$ cat config.mk
export PLATFORM = sky130hd
export DESIGN_NAME = ccx_ic_rr_flat
export DESIGN_NICKNAME = d
export VERILOG_FILES = /design/src/rtl/ccx_ic_rr_if.sv /design/src/rtl/ccx_ic_rr.sv /design/src/flat_wrapper.sv
export SDC_FILE = /design/constraint.sdc
export NUM_CORES = 1
export LEC_CHECK = 0
export BUFFER_PORTS_ARGS = -buffer_cell sky130_fd_sc_hd__buf_4
export CORE_AREA = 2 2 431 433
export CTS_BUF_LIST = sky130_fd_sc_hd__clkbuf_8 sky130_fd_sc_hd__clkbuf_16
export DETAILED_ROUTE_END_ITERATION = 8
export DIE_AREA = 0 0 433 435
export HOLD_SLACK_MARGIN = 0.1
export SETUP_SLACK_MARGIN = 0.2
export SLEW_MARGIN = 20
export SYNTH_ARGS = -nofsm -noshare
export SYNTH_HDL_FRONTEND = slang
export SYNTH_SLANG_ARGS = --single-unit
$ cat constraint.sdc
create_clock -name g_clk -period 2.95 [get_ports g_clk]
set_clock_uncertainty 0.2 [all_clocks]
set_input_delay 0.4425 -clock g_clk [delete_from_list [all_inputs] [get_ports g_clk]]
set_output_delay 0.4425 -clock g_clk [all_outputs]
set_load 0.02 [all_outputs]
$ cat src/rtl/ccx_ic_rr_if.sv
// Packed N-port memory request/response bundle. The master modport issues requests
// and the slave modport answers them, on the interconnect's master side and on its slave side.
interface ccx_ic_rr_if #(
   parameter int N  = 1,
   parameter int AW = 39,
   parameter int DW = 64
);
   logic [N-1:0]        req;
   logic [N-1:0]        rtype;
   logic [N*AW-1:0]     addr;
   logic [N-1:0]        wen;
   logic [N*DW/8-1:0]   strb;
   logic [N*DW-1:0]     wdata;
   logic [N*2-1:0]      prv;
   logic [N-1:0]        gnt;
   logic [N-1:0]        err;
   logic [N*DW-1:0]     rdata;

   modport master (
      output req, rtype, addr, wen, strb, wdata, prv,
      input  gnt, err, rdata
   );

   modport slave (
      input  req, rtype, addr, wen, strb, wdata, prv,
      output gnt, err, rdata
   );
endinterface

$ cat src/rtl/ccx_ic_rr.sv
// N-master to M-slave interconnect: region decode, round-robin arbitration with request locking
// for each slave, and registered response routing. CCX_IC_PRV_CHECK_EN enables region privilege checks.
module ccx_ic_rr #(
   parameter int               NM          = 2,
   parameter int               NS          = 4,
   parameter int               AW          = 39,
   parameter int               DW          = 64,
   parameter logic [NS*AW-1:0] REGION_BASE = {NS{39'h0}},
   parameter logic [NS*AW-1:0] REGION_SIZE = {NS{39'hFFF}},
   parameter logic [NS*2-1:0]  REGION_PRV  = {NS{2'b00}}
) (
   input logic           g_clk,
   input logic           g_reset,
   ccx_ic_rr_if.slave    m_bus,
   ccx_ic_rr_if.master   s_bus
);

   localparam int IW = (NM > 1) ? $clog2(NM) : 1;
   localparam int SW = $clog2(NS + 1);
   localparam int BW = DW / 8;
   localparam logic [SW-1:0] DEC_ERR = SW'(NS);

   logic [NM-1:0]                 dec_err;
   logic [NM-1:0][SW-1:0]         tgt;
   logic [NS-1:0][NM-1:0]         cand;
   logic [NS-1:0]                 sel_v;
   logic [NS-1:0][IW-1:0]         sel;
   logic [NS-1:0]                 lock_v;
   logic [NS-1:0][IW-1:0]         lock_idx;
   logic [NS-1:0][IW-1:0]         ptr;
   logic [NS-1:0]                 lock_drop;
   logic [NM-1:0]                 rsp_v;
   logic [NM-1:0][SW-1:0]         rsp_src;

   function automatic logic region_hit(input logic [AW-1:0] a, input int i);
      logic [AW:0] lim;
      lim = {1'b0, REGION_BASE[i*AW +: AW]} + {1'b0, REGION_SIZE[i*AW +: AW]};
      return (a >= REGION_BASE[i*AW +: AW]) && ({1'b0, a} <= lim);
   endfunction

   // Walk regions from the top down so the lowest-index hit is the one that sticks.
   always_comb begin : decode
      dec_err = '1;
      tgt     = '0;
      for (int k = 0; k < NM; k++) begin
         for (int i = NS - 1; i >= 0; i--) begin
            if (region_hit(m_bus.addr[k*AW +: AW], i)) begin
               dec_err[k] = 1'b0;
               tgt[k]     = SW'(i);
            end
         end
`ifdef CCX_IC_PRV_CHECK_EN
         for (int i = 0; i < NS; i++) begin
            if (!dec_err[k] && tgt[k] == SW'(i) && m_bus.prv[k*2 +: 2] < REGION_PRV[i*2 +: 2])
               dec_err[k] = 1'b1;
         end
`endif
      end
   end

`ifndef CCX_IC_PRV_CHECK_EN
   logic unused_prv;
   assign unused_prv = ^REGION_PRV;
`endif

   always_comb begin : candidates
      cand = '0;
      for (int j = 0; j < NS; j++)
         for (int k = 0; k < NM; k++)
            cand[j][k] = m_bus.req[k] & ~g_reset & ~dec_err[k] & (tgt[k] == SW'(j));
   end

   // A locked selection only survives while that master keeps requesting this slave.
   always_comb begin : arbitrate
      logic locked;
      int   idx;
      locked = 1'b0;
      idx    = 0;
      sel_v  = '0;
      sel    = '0;
      for (int j = 0; j < NS; j++) begin
         locked = 1'b0;
         for (int k = 0; k < NM; k++) begin
            if (lock_v[j] && lock_idx[j] == IW'(k) && cand[j][k]) begin
               locked   = 1'b1;
               sel_v[j] = 1'b1;
               sel[j]   = IW'(k);
            end
         end
         if (!locked) begin
            for (int off = NM; off >= 1; off--) begin
               idx = (int'(ptr[j]) + off) % NM;
               if (cand[j][idx]) begin
                  sel_v[j] = 1'b1;
                  sel[j]   = IW'(idx);
               end
            end
         end
      end
   end

   always_comb begin : forward
      s_bus.req   = '0;
      s_bus.rtype = '0;
      s_bus.addr  = '0;
      s_bus.wen   = '0;
      s_bus.strb  = '0;
      s_bus.wdata = '0;
      s_bus.prv   = '0;
      for (int j = 0; j < NS; j++) begin
         for (int k = 0; k < NM; k++) begin
            if (sel_v[j] && sel[j] == IW'(k)) begin
               s_bus.req[j]             = 1'b1;
               s_bus.rtype[j]           = m_bus.rtype[k];
               s_bus.addr[j*AW +: AW]   = m_bus.addr[k*AW +: AW];
               s_bus.wen[j]             = m_bus.wen[k];
               s_bus.strb[j*BW +: BW]   = m_bus.strb[k*BW +: BW];
               s_bus.wdata[j*DW +: DW]  = m_bus.wdata[k*DW +: DW];
               s_bus.prv[j*2 +: 2]      = m_bus.prv[k*2 +: 2];
            end
         end
      end
   end

   // Decode errors are accepted locally; everything else inherits the slave's grant.
   always_comb begin : grant
      m_bus.gnt = '0;
      for (int k = 0; k < NM; k++) begin
         m_bus.gnt[k] = m_bus.req[k] & ~g_reset & dec_err[k];
         for (int j = 0; j < NS; j++)
            if (sel_v[j] && sel[j] == IW'(k) && s_bus.gnt[j])
               m_bus.gnt[k] = 1'b1;
      end
   end

   always_ff @(posedge g_clk) begin
      if (g_reset) begin
         lock_v   <= '0;
         lock_idx <= '0;
         for (int j = 0; j < NS; j++)
            ptr[j] <= IW'(NM - 1);
         rsp_v    <= '0;
         rsp_src  <= '0;
      end else begin
         for (int j = 0; j < NS; j++) begin
            lock_v[j] <= sel_v[j] & ~s_bus.gnt[j];
            if (sel_v[j])
               lock_idx[j] <= sel[j];
            if (sel_v[j] && s_bus.gnt[j])
               ptr[j] <= sel[j];
         end
         rsp_v <= m_bus.gnt;
         for (int k = 0; k < NM; k++)
            if (m_bus.gnt[k])
               rsp_src[k] <= dec_err[k] ? DEC_ERR : tgt[k];
      end
   end

   always_comb begin : respond
      m_bus.rdata = '0;
      m_bus.err   = '0;
      for (int k = 0; k < NM; k++) begin
         if (rsp_v[k]) begin
            if (rsp_src[k] == DEC_ERR)
               m_bus.err[k] = 1'b1;
            for (int i = 0; i < NS; i++) begin
               if (rsp_src[k] == SW'(i)) begin
                  m_bus.rdata[k*DW +: DW] = s_bus.rdata[i*DW +: DW];
                  m_bus.err[k]            = s_bus.err[i];
               end
            end
         end
      end
   end

   always_comb begin : lock_watch
      lock_drop = '0;
      for (int j = 0; j < NS; j++)
         for (int k = 0; k < NM; k++)
            if (lock_v[j] && lock_idx[j] == IW'(k) && !m_bus.req[k])
               lock_drop[j] = 1'b1;
   end

   // A master that abandons a request its slave has not yet granted breaks the handshake.
   a_lock_hold: assert property (@(posedge g_clk) disable iff (g_reset) lock_drop == '0);

endmodule

$ cat src/flat_wrapper.sv
// flat-port wrapper written by rule: the top's interface ports become plain ports
module ccx_ic_rr_flat 
#(
   parameter int               NM          = 2,
   parameter int               NS          = 4,
   parameter int               AW          = 39,
   parameter int               DW          = 64,
   parameter logic [NS*AW-1:0] REGION_BASE = {NS{39'h0}},
   parameter logic [NS*AW-1:0] REGION_SIZE = {NS{39'hFFF}},
   parameter logic [NS*2-1:0]  REGION_PRV  = {NS{2'b00}}
)
  (g_clk, g_reset, m_bus_req, m_bus_rtype, m_bus_addr, m_bus_wen, m_bus_strb, m_bus_wdata, m_bus_prv, m_bus_gnt, m_bus_err, m_bus_rdata, s_bus_req, s_bus_rtype, s_bus_addr, s_bus_wen, s_bus_strb, s_bus_wdata, s_bus_prv, s_bus_gnt, s_bus_err, s_bus_rdata);
  ccx_ic_rr_if #(.N(NM), .AW(AW), .DW(DW)) m_bus_i ();
  ccx_ic_rr_if #(.N(NS), .AW(AW), .DW(DW)) s_bus_i ();
  input logic g_clk;
  input logic g_reset;
  input wire logic [$bits(m_bus_i.req)-1:0] m_bus_req;
  input wire logic [$bits(m_bus_i.rtype)-1:0] m_bus_rtype;
  input wire logic [$bits(m_bus_i.addr)-1:0] m_bus_addr;
  input wire logic [$bits(m_bus_i.wen)-1:0] m_bus_wen;
  input wire logic [$bits(m_bus_i.strb)-1:0] m_bus_strb;
  input wire logic [$bits(m_bus_i.wdata)-1:0] m_bus_wdata;
  input wire logic [$bits(m_bus_i.prv)-1:0] m_bus_prv;
  output wire logic [$bits(m_bus_i.gnt)-1:0] m_bus_gnt;
  output wire logic [$bits(m_bus_i.err)-1:0] m_bus_err;
  output wire logic [$bits(m_bus_i.rdata)-1:0] m_bus_rdata;
  output wire logic [$bits(s_bus_i.req)-1:0] s_bus_req;
  output wire logic [$bits(s_bus_i.rtype)-1:0] s_bus_rtype;
  output wire logic [$bits(s_bus_i.addr)-1:0] s_bus_addr;
  output wire logic [$bits(s_bus_i.wen)-1:0] s_bus_wen;
  output wire logic [$bits(s_bus_i.strb)-1:0] s_bus_strb;
  output wire logic [$bits(s_bus_i.wdata)-1:0] s_bus_wdata;
  output wire logic [$bits(s_bus_i.prv)-1:0] s_bus_prv;
  input wire logic [$bits(s_bus_i.gnt)-1:0] s_bus_gnt;
  input wire logic [$bits(s_bus_i.err)-1:0] s_bus_err;
  input wire logic [$bits(s_bus_i.rdata)-1:0] s_bus_rdata;
  assign m_bus_i.req = m_bus_req;
  assign m_bus_i.rtype = m_bus_rtype;
  assign m_bus_i.addr = m_bus_addr;
  assign m_bus_i.wen = m_bus_wen;
  assign m_bus_i.strb = m_bus_strb;
  assign m_bus_i.wdata = m_bus_wdata;
  assign m_bus_i.prv = m_bus_prv;
  assign m_bus_gnt = m_bus_i.gnt;
  assign m_bus_err = m_bus_i.err;
  assign m_bus_rdata = m_bus_i.rdata;
  assign s_bus_req = s_bus_i.req;
  assign s_bus_rtype = s_bus_i.rtype;
  assign s_bus_addr = s_bus_i.addr;
  assign s_bus_wen = s_bus_i.wen;
  assign s_bus_strb = s_bus_i.strb;
  assign s_bus_wdata = s_bus_i.wdata;
  assign s_bus_prv = s_bus_i.prv;
  assign s_bus_i.gnt = s_bus_gnt;
  assign s_bus_i.err = s_bus_err;
  assign s_bus_i.rdata = s_bus_rdata;
  ccx_ic_rr #(.NM(NM), .NS(NS), .AW(AW), .DW(DW), .REGION_BASE(REGION_BASE), .REGION_SIZE(REGION_SIZE), .REGION_PRV(REGION_PRV)) u_core (.g_clk(g_clk), .g_reset(g_reset), .m_bus(m_bus_i), .s_bus(s_bus_i));
endmodule
# Yosys cells after proc, flatten, opt, wreduce, memory -nomap -nowiden
# Index checks and enable logic that the tools add are counted.
# op_classes
add_sub_neg	8
magnitude_cmp	12
eq_ne	8
n_mux	129
bitwise_logic	22
reduce_logical	28
# ops
cell	n
64-bit two-way mux	18
39-bit two-way mux	8
1-bit two-way mux	85
39-bit by 1-bit >= comparator with 1-bit output, second input constant	2
39-bit by 12-bit less-or-equal comparator with 1-bit output, second input constant	2
8-bit two-way mux	8
1-bit logical AND	26
2-bit by 3-bit less-than comparator with 1-bit output, second input constant	8
2-bit two-way mux	8
3-bit by 2-bit equality test with 1-bit output, second input constant	4
1-bit adder, second input constant	8
1-bit AND, first input constant	8
1-bit AND	7
1-bit NOT	7
3-bit by 1-bit equality test with 1-bit output, second input constant	2
3-bit equality test, second input constant	2
3-bit zero test	2
3-bit two-way mux	2
# totals
register_bits	14
input_bits	498
output_inout_bits	596
wordCells	216

# Longest topological paths before layout
# depth
word_depth	16
mapped_depth	8

# Worst setup path before layout
# OpenSTA, ideal clock, no wires.
# synth_path
kind	input -> output
from	input m_bus_addr[18]
to	output s_bus_prv[0]
t_arrival_ns	1.948
t_required_ns	2.308
setup_slack_ns	0.359
stages	7
path_cell_list	nor4_1 > nand4b_1 > or3_4 > nor2_4 > buf_6 > buf_4 > a22o_1
# synth_via
elab_chain_cells	13
elab_cells_between_ends	24
classes_between	order compare: 2; mux: 16; bitwise: 2; reduce/logical: 4
# synth_rtl
element	line_no	text
start: declaration	flat_wrapper.sv:19	input wire logic [$bits(m_bus_i.addr)-1:0] m_bus_addr;
39-bit by 1-bit >= comparator with 1-bit output or 39-bit by 12-bit less-or-equal comparator with 1-bit output (tied branches)	ccx_ic_rr.sv:38	return (a >= REGION_BASE[i*AW +: AW]) && ({1'b0, a} <= lim);
1-bit logical AND (*)	ccx_ic_rr.sv:38	
1-bit AND (*)	ccx_ic_rr.sv:70	cand[j][k] = m_bus.req[k] & ~g_reset & ~dec_err[k] & (tgt[k] == SW'(j));
1-bit two-way mux (not written as such) (3 in a row)	ccx_ic_rr.sv:93	if (cand[j][idx]) begin
1-bit two-way mux (2 in a row)	ccx_ic_rr.sv:93	
1-bit two-way mux	ccx_ic_rr.sv:90	if (!locked) begin
1-bit NOT	ccx_ic_rr.sv:112	if (sel_v[j] && sel[j] == IW'(k)) begin
1-bit logical AND	ccx_ic_rr.sv:112	
2-bit two-way mux	ccx_ic_rr.sv:112	
2-bit two-way mux (*)	ccx_ic_rr.sv:112	
end: declaration	flat_wrapper.sv:33	output wire logic [$bits(s_bus_i.prv)-1:0] s_bus_prv;
# Mark *: on every way between the ends. The rest lies on a longest branch, timed or not. The select of a mux whose other input is x is not followed.

# Final worst setup path
# layout_path
from	input m_bus_addr[76]
to	output s_bus_addr[2]
# layout_via
elab_chain_cells	13
elab_cells_between_ends	24
classes_between	order compare: 2; mux: 16; bitwise: 2; reduce/logical: 4
# layout_rtl
element	line_no	text
39-bit by 1-bit >= comparator with 1-bit output or 39-bit by 12-bit less-or-equal comparator with 1-bit output (tied branches)	ccx_ic_rr.sv:38	
1-bit logical AND (*)	ccx_ic_rr.sv:38	
1-bit AND (*)	ccx_ic_rr.sv:70	
1-bit two-way mux (not written as such) (3 in a row)	ccx_ic_rr.sv:93	
1-bit two-way mux (2 in a row)	ccx_ic_rr.sv:93	
1-bit two-way mux	ccx_ic_rr.sv:90	
1-bit NOT	ccx_ic_rr.sv:112	
1-bit logical AND	ccx_ic_rr.sv:112	
39-bit two-way mux	ccx_ic_rr.sv:112	
39-bit two-way mux (*)	ccx_ic_rr.sv:112	
end: declaration	flat_wrapper.sv:29	output wire logic [$bits(s_bus_i.addr)-1:0] s_bus_addr;
# Marks and branches as above.

==> results.md <==
- The flow ran to the end, but the final reports show violations.
- The checks that failed: setup timing.
- The total routed wirelength is 78100 µm.
- For this run, asynchronously set or reset flops after synthesis account for 0%.
- The met1 track utilization from global routing is about 6.5%.
- The first routing iteration left 359 violations.
- The kind of path behind the tightest hold check is input pin to flop.
- The time the final worst path needs with I/O delays and setup is roughly 3200 ps.
- The xor/xnor cell area share of the yosys netlist is 0%.
- The headroom to the max-slew limit is a little over three fifths.
- Across every metal layer, demand over resource in global routing totals between 7 and 8%.
- Summed over all nets, the half-perimeter wirelength after detailed placement is ~72000 µm.
- The cell area after placement is between 0.01 and 0.015 mm².
- The count of nets left with antenna violations once routing finished came out at 0.
- Of the total synthesized cell area, the portion taken by AND, OR, NAND and NOR gates is a little over a fifth.
- The switching power total is 793 µW.
- The number of flops mapped to enable cells by yosys is 0.
- At the later pin of the worst-skew pair, clock insertion delay measures 240 ps.
- The total clock sinks is 7.
- Traced cell by cell, the critical path runs through buf_6, nor4_4, buf_4, nand4_1, buf_6, buf_6, nor3_4, buf_6, nor2_4, buf_12, buf_12, buf_16, a22o_1, buf_6.
- The total of warnings raised by yosys is 0.
- The peak fanout along the critical path is 5.
- By area, the combinational part of the netlist is dominated by buffers and inverters.
- The number of antenna violations at the first check in global routing came to 65.
- After synthesis, flip-flops and latches occupy 2.73% of the total area.
- The total count of hold-check failures in the final report came to 0.
- In this run the mean area of a mapped cell was 7.34 µm².
- Per report_power, the combinational group accounts for between 70% and 80% of the total.
- The stage delay of the slowest cell on the critical path is between 200 and 300 ps.
- The most used flip-flop cell after synthesis is sky130_fd_sc_hd__dfxtp_1.
- The share of layout cells above drive strength 1 is between 40 and 50%.
- The die is ~430 µm wide.
- The proportion of power drawn by flip-flops and latches is just under 7%.
- The die area is 0.188 mm².
- The number of placed cells counting well taps is between 3k and 4k.
- At the end of routability-driven placement, the weighted congestion stood at 0.873.
- The endpoint type of the worst setup path is a primary output.
- The switching share of power is about 54%.
- The filler cell count in the final layout is 21.7k.
- For this run, the post-layout net count is roughly 1.7k.
- Summing the areas of all fa, ha and maj instances in the mapped netlist gives 0% of the synthesized area.
- The number of vias after detailed routing is approximately 6.5k.
- For this design the static power due to leakage is 0.00532 µW.
- The type of the worst setup path is input pin to primary output.
- The core footprint is 0.184 mm².
- The tightest hold path in the finished design has a slack of about 200 ps.
- The worst-case IR drop observed on VDD is around 0.13 mV.
- The cell occurring most often along the worst timing path is sky130_fd_sc_hd__buf_6.
- The wire length of the first global-routing pass is roughly 89000 µm.
- The overflow left after global routing is 0.
- The number of port buffers is 520.
- The sort of element at the start of the critical path is an input pin.
- For this design the ratio of total power to cell area is between 100 and 150 mW/mm².
- The area added between synthesis and finish is 137%.
- The number of distinct library cells after synthesis is 33.
- Static timing analysis puts the maximum clock frequency at about 310 MHz.
- The clock transition at the register clock pins on the worst setup and hold paths after CTS is 40 ps.
- For this run, the share of the core covered by cells in the final layout is about 6.6%.
- Setup violations remaining at the end of the flow were counted as 88.
- Entering global routing, the biggest net connects 65 pins.
- The clock power share is roughly 16%.
- The initial utilization of the core area, before any placement, comes to 2.79%.
- The number of global-route vias before repair is roughly 5.5k.
- The worst-case setup margin in the final layout is -235 ps.
- Data on the critical path is required at its endpoint by between 2000 and 2500 ps.
- The worst path arrival time is 2540 ps.
- The total number of placement rows is 158.
- The number of violations of the max-capacitance limit is 0.
- The critical path's slowest cell is sky130_fd_sc_hd__nor4_4.
- The number of cells in the finished layout apart from fillers is ~3.7k.
- The synthesized netlist devotes between 15 and 20% of its cell area to compound gates.
- Synthesis inferred 7 register bits.
- The remaining routing DRC violations is 0.
- The design area is roughly 0.012 mm².
- Global routing consumed, on the met2 layer, ~16% of the routing resources.
- Using the TritonRoute via totals, the vias-per-cell ratio works out to 1.73.
- In the finished design, the share of the clock period the worst path needs comes to 108%.
- Measured against the total synthesized area, the mux share comes to 0%.
- The global routing stage identified its most utilized layer as met2.
- The fraction of met3 tracks used by global routing is 4.65%.
- Counting the buffers created by CTS gives 3.
- The detailed-route wire length per cell is 20.9 µm.
- The number of top-level pins is 1094.
- The count of final max-slew check failures is 0.
- The die is approximately 440 µm tall.
- At the pin with the least slew margin, the transition time is 560 ps.
- No sink is reached through more buffers than the 2 on the longest clock path.
- The CTS tree is built.
- Setup repair after global routing could not meet its margin everywhere.
- The internal portion of total power is 673 µW.
- CTS built an H-tree with a depth of 1.
- The root buffer cell chosen for the clock tree is sky130_fd_sc_hd__clkbuf_16.
- The first detailed-routing pass ran for 5 iterations.
- Summing every instance area after synthesis gives between 0.005 and 0.006 mm².
- The number of cells produced by synthesis is ~700.
[power by group through the flow]
stage	combinational (µW)	clock [µW]	sequential, µW
floorplan	961	0	101
global placement	1080	0	103
detailed placement	1100	0	103
CTS	1120	239	102
global route	1200	242	102
finish	1130	236	102
[cell type report]
cell class              count  area, µm²  area share, %
flip-flops and latches      7        140           1.15
clock buffers               3       75.1          0.616
well taps                2480       3100           25.5
multi-input cells         657       3660           30.1
clock inverters             1       3.75         0.0308
repair buffers            580       5160           42.3
inverters                   1       3.75         0.0308
diodes                     13       32.5          0.267
[critical path: cells and delay by family]
kind,cells,cell delay (ps)
AOI/OAI and AO/OA,1,220
buffers and inverters,9,1260
and+or+nand+nor,4,580
[worst paths after layout]
check | startpoint | endpoint | slack (ps) | cells after the start
worst max-delay path | m_bus_addr[76] | s_bus_addr[2] | -230 | 14
worst max register to register | u_core.lock_v[0] | u_core.lock_idx[0] | 1040 | 6
worst min-delay path | g_reset | u_core.rsp_src[5] | 200 | 2
worst min register to register | u_core.rsp_src[5] | u_core.rsp_src[5] | 330 | 2
[registers in the layout (all words and copies together), names as in the netlist]
name,count
u_core.ptr,1
u_core.lock_v,1
u_core.rsp_src,2
u_core.lock_idx,1
u_core.rsp_v,2
[cell usage in the layout, fill, tap and decap left out, types with 3 or more instances in the layout]
| cell type | n |
|---|---|
| sky130_fd_sc_hd__buf_4 | 449 |
| sky130_fd_sc_hd__conb_1 | 375 |
| sky130_fd_sc_hd__and2_1 | 128 |
| sky130_fd_sc_hd__buf_6 | 104 |
| sky130_fd_sc_hd__a22o_1 | 79 |
| sky130_fd_sc_hd__diode_2 | 13 |
| sky130_fd_sc_hd__buf_12 | 12 |
| sky130_fd_sc_hd__a22o_4 | 9 |
| sky130_fd_sc_hd__buf_16 | 9 |
| sky130_fd_sc_hd__dfxtp_1 | 7 |
| sky130_fd_sc_hd__a21oi_1 | 6 |
| sky130_fd_sc_hd__nor4_2 | 5 |
| sky130_fd_sc_hd__nor4_4 | 5 |
| sky130_fd_sc_hd__nor2_1 | 5 |
| sky130_fd_sc_hd__clkbuf_16 | 5 |
| sky130_fd_sc_hd__nor3_1 | 4 |
| sky130_fd_sc_hd__o21ai_0 | 4 |
| sky130_fd_sc_hd__nor4_1 | 3 |
| sky130_fd_sc_hd__a211oi_1 | 3 |
| sky130_fd_sc_hd__nand2_1 | 3 |
| sky130_fd_sc_hd__buf_8 | 3 |
[per-layer routing]
layer	up-vias	wire length [µm]	part of all wire [%]
li1	2696	-	-
met1	3006	22000	28
met2	601	43700	56
met3	138	11000	14
met4	50	1110	1.4
met5	-	347	0.44
[cell usage after synthesis (4+ instances only)]
| cell type | count | area share (%) |
|---|---|---|
| sky130_fd_sc_hd__o21ai_0 | 4 | 0.39 |
| sky130_fd_sc_hd__buf_4 | 377 | 55 |
| sky130_fd_sc_hd__and2_1 | 128 | 16 |
| sky130_fd_sc_hd__dfxtp_1 | 7 | 2.7 |
| sky130_fd_sc_hd__nand2_1 | 5 | 0.37 |
| sky130_fd_sc_hd__nor2_1 | 5 | 0.37 |
| sky130_fd_sc_hd__clkbuf_1 | 14 | 1.0 |
| sky130_fd_sc_hd__a21oi_1 | 6 | 0.59 |
| sky130_fd_sc_hd__nor4_1 | 13 | 1.6 |
| sky130_fd_sc_hd__a22o_1 | 88 | 15 |
| sky130_fd_sc_hd__buf_2 | 14 | 1.4 |
| sky130_fd_sc_hd__nor3_1 | 4 | 0.39 |
[per-stage QoR]
step           setup WS, ps  power, µW  setup TNS, ps
2_1_floorplan           359       1060              0
3_3_place_gp           -328       1180         -21910
3_5_place_dp           -378       1200         -27580
4_1_cts                -256       1470         -16120
5_1_grt                -320       1540         -22370
6_report               -235       1470         -15190
[logic make-up after synthesis]
kind of cell | count (synthesis)
buf+inv | 409
simple gates | 176
compound gates | 106
flops | 7
other cells | 1
[repair_timing]
| item | in CTS | in global routing |
|---|---|---|
| resized for setup | 154 | 16 |
| hold buffers | 0 | 0 |
| pin swaps | 15 | 16 |
| gates cloned | 8 | 3 |
| hold endpoints to repair | 0 | 0 |
| setup buffers | 13 | 1 |
| setup endpoints to repair | 91 | 91 |
Note: power is estimated with default switching activity, not from simulation.
